[config.mk]
export PLATFORM = sky130hd
export DESIGN_NAME = pc_fetch_unit
export DESIGN_NICKNAME = d
export VERILOG_FILES = /design/src/rtl/riscv_fetch_pkg.sv /design/src/rtl/pc_next_sel.sv /design/src/rtl/pc_fetch_unit.sv
export SDC_FILE = /design/constraint.sdc
export NUM_CORES = 1
export LEC_CHECK = 0
export CORE_MARGIN = 8
export CORE_UTILIZATION = 35
export CTS_CLUSTER_SIZE = 14
export DETAILED_ROUTE_END_ITERATION = 16
export PLACE_DENSITY = 0.73
export SLEW_MARGIN = 40
export SYNTH_ARGS = -nofsm -noshare
export SYNTH_HDL_FRONTEND = slang
export SYNTH_SLANG_ARGS = --single-unit
[constraint.sdc]
create_clock -name clk -period 5.6 [get_ports clk]
set_input_delay 1.68 -clock clk [delete_from_list [all_inputs] [get_ports clk]]
set_output_delay 1.68 -clock clk [all_outputs]
set_load 0.005 [all_outputs]
[src/rtl/riscv_fetch_pkg.sv]
// Shared types and constants for the RV32I fetch stage.
// Imported by pc_next_sel and pc_fetch_unit.
package riscv_fetch_pkg;

   typedef enum logic [1:0] {
      PC_SEQ    = 2'd0,
      PC_BRANCH = 2'd1,
      PC_JALR   = 2'd2
   } pc_src_e;

   typedef enum logic [1:0] {
      ST_BOOT = 2'd0,
      ST_RUN  = 2'd1,
      ST_HALT = 2'd2,
      ST_TRAP = 2'd3
   } fetch_state_e;

   localparam logic [31:0] INSTR_ECALL  = 32'h0000_0073;
   localparam logic [31:0] INSTR_EBREAK = 32'h0010_0073;
   localparam logic [31:0] INSTR_NOP    = 32'h0000_0013;

   function automatic logic is_halt_instr(input logic [31:0] i);
      return (i == INSTR_ECALL) || (i == INSTR_EBREAK);
   endfunction

endpackage

[src/rtl/pc_next_sel.sv]
// Next-PC candidate mux and misalignment check.
// Pure combinational; reserved select falls back to PC+4.
module pc_next_sel
   import riscv_fetch_pkg::*;
#(
   parameter int XLEN = 32
) (
   input  logic [XLEN-1:0] pc,
   input  logic [1:0]      pc_src,
   input  logic [XLEN-1:0] branch_target,
   input  logic [XLEN-1:0] jalr_target,
   output logic [XLEN-1:0] pc_plus4,
   output logic [XLEN-1:0] next_pc,
   output logic            misaligned
);

   // Select candidate; JALR drops bit 0, so only bit 1 can misalign it
   always_comb begin
      pc_plus4 = pc + XLEN'(4);
      next_pc  = pc_plus4;
      case (pc_src_e'(pc_src))
         PC_BRANCH: next_pc = branch_target;
         PC_JALR:   next_pc = jalr_target & ~XLEN'(1);
         default:   next_pc = pc_plus4;
      endcase
      misaligned = (next_pc[1:0] != 2'b00);
   end

endmodule

[src/rtl/pc_fetch_unit.sv]
// PC register and fetch FSM (BOOT/RUN/HALT/TRAP) for the RV32I core.
// Optional FETCH_COUNTER_EN adds the fetch_count output.
module pc_fetch_unit
   import riscv_fetch_pkg::*;
#(
   parameter logic [31:0] RESET_VECTOR = 32'h0000_0000,
   parameter int          XLEN         = 32
) (
   input  logic            clk,
   input  logic            rst_n,
   input  logic            en,
   input  logic [1:0]      pc_src,
   input  logic [XLEN-1:0] branch_target,
   input  logic [XLEN-1:0] jalr_target,
   input  logic [XLEN-1:0] imem_instr,
   output logic [XLEN-1:0] imem_addr,
   output logic [XLEN-1:0] pc_plus4,
   output logic [XLEN-1:0] instr,
   output logic            valid,
   output logic            halted,
   output logic            trap,
   output logic [XLEN-1:0] trap_addr
`ifdef FETCH_COUNTER_EN
   ,
   output logic [31:0]     fetch_count
`endif
);

   fetch_state_e    state_q, state_d;
   logic [XLEN-1:0] pc_q, pc_d;
   logic            halted_q, halted_d;
   logic            trap_q, trap_d;
   logic [XLEN-1:0] trap_addr_q, trap_addr_d;
   logic [XLEN-1:0] next_pc;
   logic            misaligned;
   logic            fire;

   pc_next_sel #(
      .XLEN(XLEN)
   ) u_sel (
      .pc           (pc_q),
      .pc_src       (pc_src),
      .branch_target(branch_target),
      .jalr_target  (jalr_target),
      .pc_plus4     (pc_plus4),
      .next_pc      (next_pc),
      .misaligned   (misaligned)
   );

   assign fire = (state_q == ST_RUN) && en;

   // Fetch outputs are live in the same cycle as the registered PC
   always_comb begin
      imem_addr = pc_q;
      valid     = fire;
      instr     = fire ? imem_instr : INSTR_NOP;
      halted    = halted_q;
      trap      = trap_q;
      trap_addr = trap_addr_q;
   end

   // Next-state: halt beats misalign trap beats PC update
   always_comb begin
      state_d     = state_q;
      pc_d        = pc_q;
      halted_d    = halted_q;
      trap_d      = trap_q;
      trap_addr_d = trap_addr_q;
      unique case (state_q)
         ST_BOOT: state_d = ST_RUN;
         ST_RUN: begin
            if (en) begin
               if (is_halt_instr(imem_instr)) begin
                  state_d  = ST_HALT;
                  halted_d = 1'b1;
               end else if (misaligned) begin
                  state_d     = ST_TRAP;
                  trap_d      = 1'b1;
                  trap_addr_d = next_pc;
               end else begin
                  pc_d = next_pc;
               end
            end
         end
         ST_HALT: state_d = ST_HALT;
         ST_TRAP: state_d = ST_TRAP;
      endcase
   end

   // State and PC registers
   always_ff @(posedge clk or negedge rst_n) begin
      if (!rst_n) begin
         state_q     <= ST_BOOT;
         pc_q        <= RESET_VECTOR;
         halted_q    <= 1'b0;
         trap_q      <= 1'b0;
         trap_addr_q <= '0;
      end else begin
         state_q     <= state_d;
         pc_q        <= pc_d;
         halted_q    <= halted_d;
         trap_q      <= trap_d;
         trap_addr_q <= trap_addr_d;
      end
   end

`ifdef FETCH_COUNTER_EN
   logic [31:0] cnt_q, cnt_d;

   // Count every enabled RUN edge, halting instruction included
   always_comb begin
      cnt_d = fire ? cnt_q + 32'd1 : cnt_q;
   end

   // Fetch counter register
   always_ff @(posedge clk or negedge rst_n) begin
      if (!rst_n) cnt_q <= '0;
      else        cnt_q <= cnt_d;
   end

   assign fetch_count = cnt_q;
`endif

endmodule
==> results.json, run 1 <==
{
  "status": "completed",
  "synth_fp_nets": 552,
  "io_pins": 232,
  "fp.dieArea_mm2": 0.0164,
  "core_area_mm2": 0.0124,
  "clk_latency_ps": 330,
  "drt-wirelength-per-cell_um": 19.6,
  "cts_setup_buffers": 0,
  "hold_path.class": "flip-flop to flip-flop",
  "worst_pin_slew_ps": 692,
  "ant_nets": 0,
  "initial_core_util_pct": 35.4,
  "synth_common_cells": "dfrtp_1, mux2_2, nand2_1, and2_1",
  "ys_top_cells_by_area": "dfrtp_1, mux2_2, and2_1",
  "clock_path_buffers": 2,
  "hpwl_um": 12800,
  "grt_pass1_vias": 4611,
  "layout.cells.non_filler": 839,
  "synth-main-ff-cell": "dfrtp_1",
  "pre_cts_ws_ps": 558,
  "cap_violations": 0,
  "yosys.cell_types.count": 46,
  "powerDensity_mw_per_mm2": 338,
  "track_usage_pct": 19.7,
  "p_leak_nw": 2.84,
  "synthCells": 448,
  "hold_viol": 0,
  "async_reset_ff_share_pct": 100,
  "tritoncts": "done",
  "ys_seq_elements": 68,
  "dr_total_vias": 4434,
  "route.detailed.drc": 0,
  "ys_warn_count": 0,
  "dp.cells": 823,
  "post_route_cells_drive_above_1_share_pct": 14.2,
  "fin_area_mm2": 0.00705,
  "utilization_pct": 56.8,
  "cp-start-kind": "input pin",
  "cts_resized": 0,
  "htree_levels": 3,
  "min_period_over_period_pct": 90.0,
  "grt_max_degree": 69,
  "wl_um": 16500,
  "fp-row-count": 41,
  "whs_ps": 464,
  "die_y_um": 128,
  "viasPerCell": 5.28,
  "gp_congestion": 0.809,
  "yosysSeqAreaShare_pct": 38.7,
  "setup-tns-final_ps": 0,
  "holdBufCountCts": 0,
  "yosys.area.top_type": "dfrtp_1",
  "skew_ps": 6.95,
  "arrival_ps": 3360,
  "cts.sinks": 68,
  "diodes": 0,
  "setup_viol": 0,
  "ir_drop_v": 0.000151,
  "p_total_mw": 2.39,
  "root_buffer": "clkbuf_16",
  "avgSynthCellArea_um2": 9.81,
  "synth_top_area_share_pct": 38.7,
  "first_iter_violations": 233,
  "grt_pass1_wl_um": 25700,
  "setup_slack_ps": 558,
  "antenna_found_initial": 0,
  "cp.required_ps": 3920,
  "crit_path_end_kind": "output pin",
  "path_max_fanout": 30,
  "fin_crit_ps": 5040,
  "firstDrtPassIters": 4,
  "synth-edff-count": 0,
  "grt_overflow": 0,
  "relSlewSlack_pct": 53.9,
  "timing.fmax_mhz": 198,
  "numCtsBuffers": 9,
  "die_x_um": 128,
  "rsz0062_at_grt": "false",
  "critPathKind": "input pin to output pin",
  "io_buffers": 230,
  "place_area_mm2": 0.00677,
  "nNetsFinal": 766,
  "clk_pin_slew_ps": 50,
  "area_growth_syn_to_layout_pct": 60.6,
  "slew_violations": 0,
  "synth_most_common_cell": "dfrtp_1",
  "synth.cell_area_mm2": 0.00439
}
report_power, final:
part	internal, mW	switching [mW]
Sequential	0.647	0.189
Clock	0.343	0.212
Combinational	0.650	0.346
Total	1.64	0.747
worst paths after layout:
| check | startpoint | to | slack [ps] | cells after the start |
|---|---|---|---|---|
| max | en | instr[23] | 560 | 6 |
| min | halted | halted | 460 | 1 |
| max reg2reg | imem_addr[4] | imem_addr[21] | 2960 | 5 |
| min reg2reg | halted | halted | 460 | 1 |
| max in group asynchronous | rst_n | trap_addr[29] | 3790 | 1 |
| min in group asynchronous | rst_n | trap_addr[16] | 1360 | 1 |
logic make-up after synthesis:
group / share of synthesized area (%)
AO/OA/AOI/OAI: 15.3
XOR/XNOR: 2.79
adder cells (fa/ha/maj): 0.855
buffers and inverters: 6.15
flip-flops: 38.7
multiplexers: 14.4
AND/OR/NAND/NOR: 21.8
worst max-delay path: stages:
cell and delay [ps]:
clkdlybuf4s50_1 460, nand2_1 130, nor2_1 150, buf_4 260
and2_1 160, clkdlybuf4s50_1 520
routing by layer:
layer	part of all wire, %	wire length [um]	up-vias	GRT usage [%]
met5	0	0	-	0
met4	0.62	102	0	4.20
met3	7.3	1200	8	6.24
met2	50	8260	153	34.5
met1	42	6910	2162	23.1
li1	-	-	2111	-
state kept, by name, indices dropped and copies added, names as in the netlist:
register	cells
trap_addr	32
halted	1
state_q	2
imem_addr	32
trap	1
layout make-up:
class,instances,area [um^2]
fill,1104,5360
multi-input combinational,334,2430
timing repair buffer,238,2380
sequential,68,1700
clock buffer,11,233
tap,172,215
clock inverter,5,52.6
inverter,11,41.3
placed cells by master (no fill, tap or decap), drive strengths merged, types with 5 or more instances in the layout:
| cell type | instances |
|---|---|
| a21o | 10 |
| a21oi | 7 |
| a221oi | 20 |
| a22oi | 14 |
| a31oi | 14 |
| and2 | 31 |
| and4 | 7 |
| buf | 9 |
| clkbuf | 11 |
| clkdlybuf4s50 | 229 |
| dfrtp | 68 |
| inv | 11 |
| mux2 | 56 |
| nand2 | 35 |
| nand3 | 14 |
| nand4 | 14 |
| nor2 | 20 |
| nor2b | 5 |
| nor4 | 7 |
| o21ai | 13 |
| o31ai | 7 |
| or3 | 9 |
| or4 | 12 |
| xnor2 | 12 |
(Power assumes the default switching activity.)
==> run 2: changes to the inputs <==
- SETUP_SLACK_MARGIN: default -> 0.4
==> results of run 2 <==
The final DEF is identical to that of run 1; final timing and power are the same.
==> run 3: changes to the inputs <==
- CAP_MARGIN: default -> 5
- SYNTH_HIERARCHICAL: default -> 1
==> results.json, run 3 <==
{
  "status": "completed",
  "grt_max_degree": 69,
  "core_area_mm2": 0.0125,
  "final_cell_mix": "clkdlybuf4s50_1, dfrtp_1, mux2_2",
  "rsz0062_at_grt": "false",
  "crit_top_cell": "clkdlybuf4s50_1",
  "nNetsFinal": 736,
  "crit_path_end_kind": "output pin",
  "track_usage_pct": 18.6,
  "grt_overflow": 0,
  "cts_resized": 0,
  "cp-start-kind": "input pin",
  "cts_setup_buffers": 0,
  "synth-main-ff-cell": "dfrtp_1",
  "seqCellArea_mm2": 0.00170,
  "dr_total_vias": 4221,
  "synth_fp_nets": 515,
  "min_period_over_period_pct": 89.0,
  "relSlewSlack_pct": 52.2,
  "setup-tns-final_ps": 0,
  "fin_crit_ps": 4980,
  "post_route_cells_drive_above_1_share_pct": 16.4,
  "timing.fmax_mhz": 201,
  "synthCells": 411,
  "root_buffer": "clkbuf_16",
  "die_x_um": 128,
  "hold_path.class": "flip-flop to flip-flop",
  "p_total_mw": 2.85,
  "place_area_mm2": 0.00684,
  "fp-row-count": 41,
  "fillers": 1108,
  "htree_levels": 3,
  "layout.cells.non_filler": 808,
  "yosys.cell_types.count": 48,
  "cts.sinks": 68,
  "powerDensity_mw_per_mm2": 399,
  "avgSynthCellArea_um2": 10.7,
  "route.detailed.drc": 0,
  "grt_pass1_vias": 4506,
  "cp.required_ps": 3920,
  "gp_congestion": 0.782,
  "synth_common_cells": "dfrtp_1, mux2_2, and2_1, nand2_1, mux2_4",
  "clock_path_buffers": 2,
  "first_iter_violations": 204,
  "final_common_cell": "clkdlybuf4s50_1",
  "crit_buf_inv": 3,
  "io_buffers": 230,
  "synth.cell_area_mm2": 0.00442,
  "crit_slowest_cell": "clkdlybuf4s50_1",
  "hpwl_um": 12200,
  "cp_top_family": "buffers and inverters",
  "yosysSeqAreaShare_pct": 38.5,
  "skew_ps": 6.53,
  "ys_seq_elements": 68,
  "ant_nets": 0,
  "clk_pin_slew_ps": 50,
  "cap_violations": 0,
  "synth_top_area_share_pct": 38.5,
  "crit_path_cell_trace": "clkdlybuf4s50_1 > nand2_1 > nor2_2 > buf_4 > and2_1 > clkdlybuf4s50_1",
  "critPathKind": "input pin to output pin",
  "holdBufCountCts": 0,
  "whs_ps": 470,
  "path_max_fanout": 30,
  "ys_top_cells_by_area": "dfrtp_1, mux2_4, mux2_2",
  "multi_input_area_mm2": 0.00249,
  "io_pins": 232,
  "ir_drop_v": 0.000261,
  "setup_viol": 0,
  "yosys.area.top_type": "dfrtp_1",
  "numCtsBuffers": 9,
  "initial_core_util_pct": 35.4,
  "critPathMaxStageDelay_ps": 520,
  "firstDrtPassIters": 4,
  "tritoncts": "done",
  "dp.cells": 793,
  "synth-edff-count": 0,
  "die_y_um": 128,
  "slew_violations": 0,
  "fp.dieArea_mm2": 0.0165,
  "async_reset_ff_share_pct": 100,
  "clk_latency_ps": 330,
  "arrival_ps": 3300,
  "fin_area_mm2": 0.00713,
  "ys_warn_count": 6,
  "area_growth_syn_to_layout_pct": 61.4,
  "grt_pass1_wl_um": 24300,
  "antenna_found_initial": 0,
  "p_leak_nw": 3.04,
  "worst_pin_slew_ps": 717,
  "viasPerCell": 5.22,
  "wl_um": 15700,
  "hold_viol": 0,
  "drt-wirelength-per-cell_um": 19.5,
  "synth_most_common_cell": "dfrtp_1",
  "diodes": 0
}
==> run 3: cell types whose count changed after synthesis, moves of 4 or more <==
cell and change:
a21oi_1 -5, nor2_1 -5, xor2_1 +6, nand4_1 -7, xnor2_1 -6, a221oi_1 -4, mux2_4 +29, nand2_1 -5
buf_6 -5, mux2_2 -23
==> run 3: cell type report <==
| class | count | area share [%] |
|---|---|---|
| clock buffer | 13 | 3.51 |
| clock inverter | 2 | 0.491 |
| inverter | 9 | 0.474 |
| multi-input combinational | 305 | 34.9 |
| sequential | 68 | 23.9 |
| tap | 172 | 3.02 |
| timing repair buffer | 239 | 33.8 |
==> run 3: final timing paths <==
kind | from | end | slack [ps] | cells past startpoint
max reg2reg | imem_addr[6] | trap_addr[25] | 2840 | 5
min in group asynchronous | rst_n | trap_addr[20] | 1360 | 1
max in group asynchronous | rst_n | state_q[0] | 3790 | 1
min | halted | halted | 470 | 1
min reg2reg | halted | halted | 470 | 1
max | en | instr[25] | 620 | 6
==> run 3: where the power goes <==
part | total, mW | internal, mW | leakage (nW) | switching, mW
clock network | 0.555 | 0.354 | 0.140 | 0.201
registers | 0.936 | 0.702 | 0.870 | 0.235
logic | 1.36 | 0.892 | 2.03 | 0.463
total | 2.85 | 1.95 | 3.04 | 0.899
==> run 3: layer usage <==
layer / part of all wire, % / global-route usage, % / vias to the layer above
met4: 1.8 / 5.59 / 0
li1: - / - / 1971
met2: 50 / 32.2 / 161
met5: 0 / 0 / -
met3: 9.1 / 6.70 / 21
met1: 39 / 21.0 / 2068
==> run 3: logic make-up after synthesis <==
kind of cell / count (synthesis) / synth area share, %
and+or+nand+nor: 141 / 20.0
AOI/OAI and AO/OA: 83 / 13.9
DFF: 68 / 38.5
xor gates and xnor gates: 14 / 2.78
muxes: 64 / 18.8
buffers and inverters: 38 / 5.24
adders and majority gates: 3 / 0.850
==> run 3: through the flow <==
| stage | worst slack, ps | util [%] |
|---|---|---|
| 5_1_grt | 509 | 57.2 |
| 3_3_place_gp | 622 | 54.5 |
| 3_5_place_dp | 615 | 54.9 |
| 2_1_floorplan | 1470 | - |
| 6_report | 617 | 57.2 |
| 4_1_cts | 613 | 57.2 |
